==> src/rtl/lsu_bus_master.sv <==
// Load/store unit bus master: turns one byte/half/word request at a time into a
// single word-wide bus access and returns an aligned, extended response.
module lsu_bus_master #(
  parameter int TIMEOUT = 255
) (
  input  logic        clk,
  input  logic        rstn,
  input  logic        req_valid,
  output logic        req_ready,
  input  logic        req_we,
  input  logic [2:0]  req_sel,
  input  logic [31:0] req_addr,
  input  logic [31:0] req_wdata,
  output logic        resp_valid,
  output logic [31:0] resp_rdata,
  output logic        resp_err,
  output logic        bus_req,
  output logic        bus_we,
  output logic [31:0] bus_addr,
  output logic [3:0]  bus_be,
  output logic [31:0] bus_wdata,
  input  logic        bus_ack,
  input  logic [31:0] bus_rdata
);

  // Access size codes (RISC-V funct3 encoding) and the error response word.
  localparam logic [2:0]  MEM_B    = 3'b000;
  localparam logic [2:0]  MEM_H    = 3'b001;
  localparam logic [2:0]  MEM_W    = 3'b010;
  localparam logic [2:0]  MEM_BU   = 3'b100;
  localparam logic [2:0]  MEM_HU   = 3'b101;
  localparam logic [31:0] ERR_WORD = 32'hDEAD_BEEF;
  localparam logic [7:0]  CNT_LAST = 8'(TIMEOUT - 1);

  typedef enum logic [1:0] {IDLE, BUS, RESP} state_t;

  state_t      state_reg, state_next;
  logic [7:0]  cnt_reg, cnt_next;
  logic        we_reg;
  logic [2:0]  sel_reg;
  logic [1:0]  off_reg;
  logic [31:0] addr_reg;
  logic [3:0]  be_reg;
  logic [31:0] wdata_reg;
  logic [31:0] resp_rdata_reg, resp_rdata_next;
  logic        resp_err_reg, resp_err_next;
  logic        capture;

  logic        legal_in;
  logic [3:0]  be_in;
  logic [31:0] wdata_in;
  logic [31:0] load_data;
  logic [7:0]  lane [4];
  logic [7:0]  byte_sel;
  logic [15:0] half_sel;

  // Request decode, evaluated on the raw inputs so it can be captured at accept.
  always_comb begin
    legal_in = 1'b0;
    be_in    = 4'b1111;
    wdata_in = req_wdata;
    case (req_sel)
      MEM_B, MEM_BU: begin
        legal_in = !(req_we && req_sel == MEM_BU);
        be_in    = 4'b0001 << req_addr[1:0];
        wdata_in = {4{req_wdata[7:0]}};
      end
      MEM_H, MEM_HU: begin
        legal_in = !req_addr[0] && !(req_we && req_sel == MEM_HU);
        be_in    = req_addr[1] ? 4'b1100 : 4'b0011;
        wdata_in = {2{req_wdata[15:0]}};
      end
      MEM_W: legal_in = (req_addr[1:0] == 2'b00);
      default: legal_in = 1'b0;
    endcase
  end

  for (genvar gi = 0; gi < 4; gi++) begin : g_lane
    assign lane[gi] = bus_rdata[8*gi +: 8];
  end

  assign byte_sel = lane[off_reg];
  assign half_sel = off_reg[1] ? {lane[3], lane[2]} : {lane[1], lane[0]};

  always_comb begin
    case (sel_reg)
      MEM_B:   load_data = {{24{byte_sel[7]}}, byte_sel};
      MEM_BU:  load_data = {24'd0, byte_sel};
      MEM_H:   load_data = {{16{half_sel[15]}}, half_sel};
      MEM_HU:  load_data = {16'd0, half_sel};
      MEM_W:   load_data = bus_rdata;
      default: load_data = 32'd0;
    endcase
  end

  always_comb begin
    state_next      = state_reg;
    cnt_next        = cnt_reg;
    resp_rdata_next = resp_rdata_reg;
    resp_err_next   = resp_err_reg;
    capture         = 1'b0;
    case (state_reg)
      IDLE: begin
        if (req_valid) begin
          capture  = 1'b1;
          cnt_next = 8'd0;
          if (legal_in) begin
            state_next = BUS;
          end else begin
            state_next      = RESP;
            resp_err_next   = 1'b1;
            resp_rdata_next = ERR_WORD;
          end
        end
      end
      BUS: begin
        // Expiry wins over a coincident ack.
        if (cnt_reg == CNT_LAST) begin
          state_next      = RESP;
          resp_err_next   = 1'b1;
          resp_rdata_next = ERR_WORD;
        end else if (bus_ack) begin
          state_next      = RESP;
          resp_err_next   = 1'b0;
          resp_rdata_next = we_reg ? 32'd0 : load_data;
        end else begin
          cnt_next = cnt_reg + 8'd1;
        end
      end
      RESP:    state_next = IDLE;
      default: state_next = IDLE;
    endcase
  end

  always_ff @(posedge clk or negedge rstn) begin
    if (!rstn) begin
      state_reg      <= IDLE;
      cnt_reg        <= 8'd0;
      we_reg         <= 1'b0;
      sel_reg        <= 3'd0;
      off_reg        <= 2'd0;
      addr_reg       <= 32'd0;
      be_reg         <= 4'd0;
      wdata_reg      <= 32'd0;
      resp_rdata_reg <= 32'd0;
      resp_err_reg   <= 1'b0;
    end else begin
      state_reg      <= state_next;
      cnt_reg        <= cnt_next;
      resp_rdata_reg <= resp_rdata_next;
      resp_err_reg   <= resp_err_next;
      if (capture) begin
        we_reg    <= req_we;
        sel_reg   <= req_sel;
        off_reg   <= req_addr[1:0];
        addr_reg  <= {req_addr[31:2], 2'b00};
        be_reg    <= be_in;
        wdata_reg <= wdata_in;
      end
    end
  end

  // Bus strobes derive from state so an asynchronous reset drops them at once.
  assign req_ready  = rstn && (state_reg == IDLE);
  assign bus_req    = (state_reg == BUS);
  assign bus_we     = bus_req && we_reg;
  assign bus_be     = bus_req ? be_reg : 4'b0000;
  assign bus_addr   = addr_reg;
  assign bus_wdata  = wdata_reg;
  assign resp_valid = (state_reg == RESP);
  assign resp_rdata = resp_rdata_reg;
  assign resp_err   = resp_err_reg;

endmodule

==> config.mk <==
export PLATFORM = sky130hd
export DESIGN_NAME = lsu_bus_master
export DESIGN_NICKNAME = d
export VERILOG_FILES = /design/src/rtl/lsu_bus_master.sv
export SDC_FILE = /design/constraint.sdc
export NUM_CORES = 1
export LEC_CHECK = 0
export CAP_MARGIN = 30
export CELL_PAD_IN_SITES_DETAIL_PLACEMENT = 0
export CELL_PAD_IN_SITES_GLOBAL_PLACEMENT = 2
export CORE_MARGIN = 3
export CORE_UTILIZATION = 23
export DETAILED_ROUTE_END_ITERATION = 7
export GPL_TIMING_DRIVEN = 0
export PLACE_DENSITY_LB_ADDON = 0.1
export SETUP_SLACK_MARGIN = 0.2
export SLEW_MARGIN = 5
export SYNTH_ARGS = -nofsm -noshare
export SYNTH_HDL_FRONTEND = slang
export SYNTH_SLANG_ARGS = --single-unit
==> constraint.sdc <==
create_clock -name clk -period 1.5 [get_ports clk]
set_input_delay 0.3 -clock clk [delete_from_list [all_inputs] [get_ports clk]]
set_output_delay 0.3 -clock clk [all_outputs]
set_load 0.01 [all_outputs]
==> results.sh <==
export IMPL_clockBufferDepth=2
export IMPL_postLayoutCoreUtil_pct=42.9
export IMPL_cp_data_arrival_time_ns=1.98
export IMPL_maxCapViolations=0
export IMPL_p_leak_uw=0.00465
export IMPL_final_max_slew_viol_count=0
export IMPL_wl_per_cell_um=18.6
export IMPL_setup_violations=49
export IMPL_fin_crit_ns=1.69
export IMPL_die_w_um=161
export IMPL_fp_row_count=56
export IMPL_grt_pass1_vias=5557
export IMPL_rsz0062_at_grt="yes"
export IMPL_skew_ns=0.00758
export IMPL_p_per_area_nw_per_um2=1440
export IMPL_synth_main_ff_cell="dfrtp_1"
export IMPL_cp_cell_sequence="nor2b_2 > buf_6 > mux4_2 > a221oi_2 > a21oi_1"
export IMPL_syn2layout_area_growth_pct=82.5
export IMPL_htree_levels=4
export IMPL_hold_viol_final=44
export IMPL_grt_first_pass_wirelength_um=32400
export IMPL_track_usage_pct=16.3
export IMPL_grt_max_degree=47
export IMPL_cts_tree="yes"
export IMPL_max_stage_delay_ns=0.50
export IMPL_status="finished, violations left"
export IMPL_drtIter0Drc=157
export IMPL_nets=986
export IMPL_cpMaxStageDelayCell="mux4_2"
export IMPL_via_count=5396
export IMPL_timing_hold_ws_ns=-0.206
export IMPL_synthArstFlopShare_pct=100
export IMPL_worst_slack_ns=-0.191
export IMPL_ff_latch_area_um2=2880
export IMPL_dp_slack_ns=-0.699
export IMPL_dpl_hpwl_um=15100
export IMPL_cp_top_family="multiplexers"
export IMPL_fmax_ghz=0.591
export IMPL_wirelength_met1_um=9650
export IMPL_multi_input_area_um2=3200
export IMPL_total_power_uw=14600
export IMPL_clockRootBuffer="clkbuf_16"
export IMPL_die_h_um=161
export IMPL_postSynthCellCount=585
export IMPL_initial_core_util_pct=23.5
export IMPL_ir_worst_vdd_mv=0.678
export IMPL_avgSynthCellArea_um2=9.47
export IMPL_cts_buffers=17
export IMPL_clk_pin_slew_worst_paths_ns=0.06
export IMPL_first_pass_iters=4
export IMPL_critPathLaunchType="flop"
export IMPL_core_um2=23500
export IMPL_ios=209
export IMPL_met3_length_um=1390
export IMPL_yosysTopAreaCellShare_pct=52.0
export IMPL_critPathCaptureType="flop"
export IMPL_violations="hold timing, setup timing"
export IMPL_synthesis_area_um2=5540
export IMPL_crit_required_ns=1.79
export IMPL_die_area_um2=26000
export IMPL_synth_top_cell_by_area="dfrtp_1"
export IMPL_clock_latency_ns=0.42
export IMPL_crit_buf_inv=1
export IMPL_antenna_found_initial=1
export IMPL_ys_top_cells_by_count="nand2_1, dfrtp_1, mux2i_1"
export IMPL_ant_nets=0
export IMPL_ys_top_cells_by_area="dfrtp_1, nand2_1, mux2i_1"
export IMPL_ys_ff_latch=115
export IMPL_routabilityCongestion=0.780
export IMPL_ys_seq_area_share_pct=52.0
export IMPL_relSlewSlack_pct=60.2
export IMPL_post_route_drc_count=0
export IMPL_worstSetupPathType="flop to flop"
export IMPL_final_layout_size_suffix_gt1_share_pct=46.2
export IMPL_numPortBuffers=204
export IMPL_nFillCells=2361
export IMPL_highest_layer="met4"
export IMPL_synth_edff_count=0
export IMPL_synth_cell_types=50
export IMPL_wirelength_um=22500
export IMPL_synthMostInstantiatedCell="nand2_1"
export IMPL_final_period_utilization_pct=113
export IMPL_cp_max_fo=6
export IMPL_clock_sinks=115
export IMPL_hp_class="input pin to asynchronous set/reset pin"
export IMPL_synth_warnings=0
export IMPL_fin_tns_setup_ns=-5.64
export IMPL_dr_wl_met2_um=11200
export IMPL_grt_overflow=0
export IMPL_vias_per_cell=4.45
export IMPL_tightest_slew_ns=0.597
==> layer usage <==
metal | vias to the layer above | global-route usage, %
met5 | - | 0
met4 | 0 | 5.12
met3 | 19 | 5.03
met2 | 137 | 27.3
met1 | 2655 | 20.1
li1 | 2585 | -
==> placed cells by master (no fill, tap or decap), drive strengths merged, types with 3 or more instances in the layout <==
cell and n:
a21oi 19, a221oi 4, a22o 5, a22oi 4, a2bb2oi 22, a31oi 4
and2 9, and2b 3, buf 194, clkbuf 35, clkdlybuf4s50 98, clkinv 4
clkinvlp 7, dfrtp 115, inv 8, mux2i 42, nand2 190, nand2b 5
nand3 8, nor2 27, nor2b 4, nor3 4, o21ai 45, xnor2 4
==> timing repair <==
| item | 4_1_cts | 5_1_grt |
|---|---|---|
| cloned | 3 | 12 |
| setup endpoints to repair | 218 | 128 |
| pin swaps | 30 | 99 |
| gates resized for setup | 502 | 246 |
| setup buffers | 33 | 22 |
| hold endpoints to repair | 44 | 44 |
==> worst register-to-register path, delay by kind of cell, from the launching register on <==
family / cells / cell delay (ns)
and+or+nand+nor: 1 / 0.13
muxes: 1 / 0.50
buffers and inverters: 1 / 0.12
AOI/OAI and AO/OA: 2 / 0.37
DFF: 1 / 0.45
==> per-stage QoR <==
step	area (um2)	std cells
6_report	10100	1213
5_1_grt	10100	1213
4_1_cts	8870	1178
3_5_place_dp	8120	1110
3_3_place_gp	8090	1109
2_1_floorplan	5650	586
==> worst paths after layout <==
path | cells after the start | slack [ns] | to | start
worst min-delay path | 1 | -0.21 | bus_addr[30]$_DFFE_PN0P_ | rstn
worst max register to register | 5 | -0.19 | resp_rdata[5]$_DFFE_PN0P_ | sel_reg[0]$_DFFE_PN0P_
max in group asynchronous | 2 | 0.98 | state_reg[0]$_DFFE_PN0P_ | rstn
worst max-delay path | 5 | -0.19 | resp_rdata[5]$_DFFE_PN0P_ | sel_reg[0]$_DFFE_PN0P_
worst min register to register | 2 | 0.48 | bus_wdata[7]$_DFFE_PN0P_ | bus_wdata[7]$_DFFE_PN0P_
min in group clk | 3 | 0.37 | sel_reg[2]$_DFFE_PN0P_ | req_sel[2]
==> cell type report <==
| cell class | count | share of cell area (%) |
|---|---|---|
| buffer | 35 | 4.44 |
| timing repair buffer | 275 | 25.1 |
| clock buffer | 20 | 4.62 |
| clock inverter | 12 | 1.30 |
| multi-input combinational | 427 | 31.6 |
| sequential | 115 | 28.5 |
| tap | 319 | 3.95 |
| antenna | 1 | 0.0248 |
| inverter | 9 | 0.433 |
==> power breakdown <==
part,total (uW),switching [uW],internal (uW)
Combinational,5880,2790,3080
Clock,4120,1550,2570
Sequential,4590,680,3910
Total,14600,5030,9560
==> logic make-up (layout without fill, tap and decap cells) <==
logic type | after synthesis | in the layout | synth area share, %
AND/OR/NAND/NOR | 259 | 259 | 19.5
XOR/XNOR | 4 | 4 | 0.633
flip-flops | 115 | 115 | 52.0
buffers and inverters | 44 | 351 | 3.80
other | 1 | 3 | 0.0677
multiplexers | 45 | 45 | 8.61
AO/OA/AOI/OAI | 115 | 115 | 15.0
adder cells (fa/ha/maj) | 2 | 2 | 0.452
Power figures use the tool's default switching activity.
